## config.mk

```make
export PLATFORM = sky130hd
export DESIGN_NAME = instruction_memory
export DESIGN_NICKNAME = d
export VERILOG_FILES = /design/src/rtl/instruction_memory.sv
export SDC_FILE = /design/constraint.sdc
export NUM_CORES = 1
export LEC_CHECK = 0
export CAP_MARGIN = 20
export CORE_ASPECT_RATIO = 0.9
export CORE_MARGIN = 5
export CORE_UTILIZATION = 34
export CTS_CLUSTER_SIZE = 12
export DETAILED_ROUTE_END_ITERATION = 7
export DONT_BUFFER_PORTS = 1
export GPL_TIMING_DRIVEN = 0
export MAX_ROUTING_LAYER = met4
export SLEW_MARGIN = 25
export SYNTH_ARGS = -nofsm -noshare
export SYNTH_HDL_FRONTEND = slang
export SYNTH_SLANG_ARGS = --single-unit
```

## constraint.sdc

```tcl
create_clock -name clk -period 2.3 [get_ports clk]
set_input_delay 0.23 -clock clk [delete_from_list [all_inputs] [get_ports clk]]
set_output_delay 0.23 -clock clk [all_outputs]
set_load 0.01 [all_outputs]
```

## src/rtl/instruction_memory.sv

```systemverilog
// ---------------------------------------------------------------------------
// instruction_memory
//
// Program store for the 8-bit CPU. Holds DEPTH 16-bit instruction words that
// reset to a fixed boot program. The fetch stage reads the word at pc with
// zero latency. A synchronous load port lets a boot loader or test harness
// overwrite words.
//
// Ports:
//   clk                  system clock; load-port writes on the rising edge
//   rst_n                asynchronous active-low reset, restores boot image
//   pc                   fetch address
//   current_instruction  word at pc, or NOP_WORD when pc >= DEPTH
//   wr_en                load-port write enable, active high
//   wr_addr              load-port word address
//   wr_data              load-port write data
// ---------------------------------------------------------------------------
module instruction_memory #(
    parameter int          DEPTH    = 10,
    parameter logic [15:0] NOP_WORD = 16'h0000
) (
    input  logic        clk,
    input  logic        rst_n,
    input  logic [7:0]  pc,
    output logic [15:0] current_instruction,
    input  logic        wr_en,
    input  logic [7:0]  wr_addr,
    input  logic [15:0] wr_data
);

    // Index width for the storage array; at least one bit so DEPTH=1 works.
    localparam int          AW      = (DEPTH > 1) ? $clog2(DEPTH) : 1;
    // Nine bits so DEPTH=256 is representable in the range compares.
    localparam logic [8:0]  DEPTH_W = 9'(DEPTH);

    logic [15:0] mem [DEPTH];

    logic pc_in_range;
    logic wr_in_range;

    // Boot program; anything past the image resets to NOP_WORD.
    function automatic logic [15:0] boot_word(input int idx);
        logic [15:0] w;
        case (idx)
            0:       w = 16'h1105;
            1:       w = 16'h1203;
            2:       w = 16'h3312;
            3:       w = 16'h4430;
            4:       w = 16'h5140;
            5:       w = 16'h6200;
            6:       w = 16'h7105;
            7:       w = 16'h8008;
            8:       w = 16'h9000;
            9:       w = 16'hF000;
            default: w = NOP_WORD;
        endcase
        return w;
    endfunction

    assign pc_in_range = ({1'b0, pc} < DEPTH_W);
    assign wr_in_range = ({1'b0, wr_addr} < DEPTH_W);

    // Out-of-range writes are dropped rather than truncated onto low words,
    // which is why the index is only taken after the range check.
    always_ff @(posedge clk or negedge rst_n) begin
        if (!rst_n) begin
            for (int i = 0; i < DEPTH; i++) begin
                mem[i] <= boot_word(i);
            end
        end else if (wr_en && wr_in_range) begin
            mem[wr_addr[AW-1:0]] <= wr_data;
        end
    end

    // Combinational fetch; unimplemented addresses read as NOP so the output
    // is never X for any pc.
    always_comb begin
        current_instruction = NOP_WORD;
        if (pc_in_range) begin
            current_instruction = mem[pc[AW-1:0]];
        end
    end

endmodule

```

==> impl_metrics.py <==
metrics = {
    "logic_synthesis": {
        "ys_seq_area_share_pct": 53.2,
        "ys_types": 34,
        "syn_area_per_cell_um2": 15.6,
        "syn-instance-count": 488,
        "yosysWarnings": 0,
        "synth-seq-cells": 160,
        "synth_nets": 523,
        "synth_area_um2": 7610,
    },
    "clock_network": {
        "cts_setup_buffers": 0,
        "cts_hold_buf": 16,
        "cts_tree": "done",
        "cts_inserted_buffers": 17,
        "clockRootBuffer": "clkbuf_16",
        "cts.sinks": 160,
        "clkSlewWorstSetupHoldPaths_ns": 0.06,
        "cts_max_path_buffers": 2,
        "htree_levels": 4,
        "insertion_delay_ns": 0.42,
    },
    "timing": {
        "worst_pin_slew_ns": 0.812,
        "fmax_mhz": 448,
        "relSlewSlack_pct": 45.5,
        "fin_hold_ws_ns": -0.498,
        "rsz0062_at_grt": "true",
        "slew_violations": 0,
        "setup_ws_ns": 0.0703,
        "hold_viol": 160,
        "setup-tns-final_ns": 0,
        "setup_violations": 0,
        "min_period_ns": 2.23,
        "clock_skew_ns": 0,
        "period_share_pct": 96.9,
    },
    "finish": {
        "largest_register_ffs": 160,
        "final_util_pct": 39.5,
        "largestRegisters": "mem: 160 flops",
        "finalInstanceArea_um2": 8800,
        "area_delta_synth_final_pct": 15.5,
        "nFillCells": 2027,
        "layout-drive-gt1-share_pct": 58.5,
        "fin_cells": 835,
        "regMostFlops": "mem",
        "register_area_um2": 4050,
        "multiInputGateArea_um2": 3400,
        "final_nets": 559,
    },
    "critical_path": {
        "critical_path_required_ns": 2.07,
        "path_buf_inv": 2,
        "critPathKind": "primary input to output port",
        "crit_family": "simple AND/OR/NAND/NOR gates",
        "critPathLaunchType": "primary input",
        "crit_chain": "clkbuf_1 -> nor2_2 -> clkbuf_2 -> nand3_2 -> o211ai_1",
        "crit_slowest_cell": "o211ai_1",
        "critPathMaxStageDelay_ns": 0.52,
        "end_kind": "output port",
        "worstPathArrival_ns": 2.00,
        "path_max_fanout": 10,
    },
    "power": {
        "ir_worst_vdd_uv": 476,
        "total_power_mw": 6.36,
        "p_per_area_nw_per_um2": 723,
        "p_leak_nw": 3.91,
    },
    "global_route": {
        "grt_pass1_wl_um": 29600,
        "first_global_vias": 5050,
        "grt_overflow": 0,
        "grt_max_degree": 161,
        "grt_usage_pct": 15.4,
        "antenna_found_initial": 1,
    },
    "run_status": {
        "violations": "hold timing",
        "status": "complete, but fails checks",
    },
    "route": {
        "drc": 0,
        "drt_iter0_markers": 255,
        "avgRoutedWirePerCell_um": 22.3,
        "via_count": 4419,
        "avgViaCountPerCell": 5.29,
        "antenna_left": 0,
        "routed_wl_um": 18600,
        "drt-pass1-iter-count": 4,
    },
    "floorplanning": {
        "io_pins": 51,
        "core_area_um2": 22300,
        "dieArea_um2": 25500,
        "std_cell_rows": 52,
        "die_w_um": 168,
        "die_h_um": 152,
        "initial_core_util_pct": 34.2,
    },
    "min_path": {
        "hold_class": "primary input to asynchronous set/reset pin",
    },
    "place": {
        "place_inst": 786,
        "port_buffers": 0,
        "dp_hpwl_um": 12400,
        "pre_cts_ws_ns": -0.570,
        "placed_cell_area_um2": 8000,
        "place.gp.congestion": 0.776,
    },
    "job": {
        "drv_cap": 0,
    },
}
[worst paths after layout]
path / startpoint / endpoint / slack, ns / cells after the start
max: pc[2] / current_instruction[11] / 0.07 / 5
min: rst_n / mem[10] / -0.50 / 0
max reg2reg: mem[103] / mem[103] / 1.53 / 1
min reg2reg: mem[39] / mem[39] / 0.50 / 1
max in group asynchronous: rst_n / mem[120] / 2.48 / 0
min in group clk: wr_addr[2] / mem[20] / 0.11 / 2
[per-layer routing]
layer	up-vias	share of wire [%]	track usage [%]
li1	1942	-	-
met1	2384	41	18.4
met2	74	53	26.5
met3	19	3.9	3.38
met4	0	1.6	4.10
met5	-	0	-
[synthesized netlist by cell type (all sizes together)]
cell / instances / area (um^2)
or3b: 1 / 8.76
o211ai: 9 / 67.6
and3: 1 / 6.26
mux2i: 12 / 120
a21oi: 6 / 30.0
buf: 19 / 126
a211o: 1 / 8.76
dfrtp: 121 / 3030
nand3b: 1 / 7.51
nand2b: 3 / 18.8
nand2: 7 / 26.3
nor2b: 1 / 6.26
mux4: 25 / 563
clkbuf: 13 / 48.8
a221oi: 6 / 52.6
a211oi: 6 / 45.0
mux2: 178 / 2040
dfstp: 39 / 1020
nand3: 1 / 5.00
o32ai: 1 / 8.76
nand4: 18 / 113
inv: 2 / 7.51
or4: 2 / 18.8
nor4: 10 / 198
or4b: 1 / 13.8
nor2: 2 / 7.51
or2: 2 / 12.5
[logic make-up after synthesis]
family | share of synthesized area [%]
muxes | 35.8
DFF | 53.2
AOI/OAI and AO/OA | 2.79
buffers and inverters | 2.40
and+or+nand+nor | 5.80
[placed cells by master (no fill, tap or decap), types with 2 or more instances in the layout]
cell           Yosys  final
dfstp_2           39     39
mux2_4            10     10
or2_2              2      2
clkbuf_2           0      5
nand2b_1           3      3
o211ai_1           9      9
nor4_4             9     10
nand4_1           18     18
clkinv_4           0      2
mux2_2           167    167
dfrtp_1          121    121
a221oi_1           6      6
clkbuf_1          13      9
dlygate4sd3_1      0     16
buf_2             12     16
mux4_2            25     25
clkinv_2           0      3
mux2i_1           12     12
a21oi_1            6      6
nand2_1            7      7
clkinvlp_4         0      4
buf_12             2      2
clkbuf_16          0     17
a211oi_1           6      6
bufinv_16          0      3
inv_1              2      2
[final cells by class]
class | instances | area share, %
flip-flops and latches | 160 | 46.1
multi-input cells | 294 | 38.7
clock buffers | 19 | 5.03
well taps | 297 | 4.22
plain buffers | 32 | 2.19
repair buffers | 17 | 1.88
clock inverters | 13 | 1.83
inverters | 2 | 0.0853
diodes | 1 | 0.0284
[power by group]
part | internal, mW | leakage [nW] | total (mW) | switching (mW)
clock | 1.74 | 0.285 | 2.88 | 1.15
sequential | 2.97 | 2.07 | 3.04 | 0.0658
combinational | 0.225 | 1.55 | 0.432 | 0.207
total | 4.94 | 3.91 | 6.36 | 1.42
[repair_timing]
| item | in CTS | in global routing |
|---|---|---|
| pin swaps | 4 | 1 |
| endpoints found under the hold margin | 320 | 160 |
| cloned | 0 | 0 |
| resized for setup | 14 | 6 |
| endpoints found under the setup margin | 16 | 8 |
(Power assumes the default switching activity.)
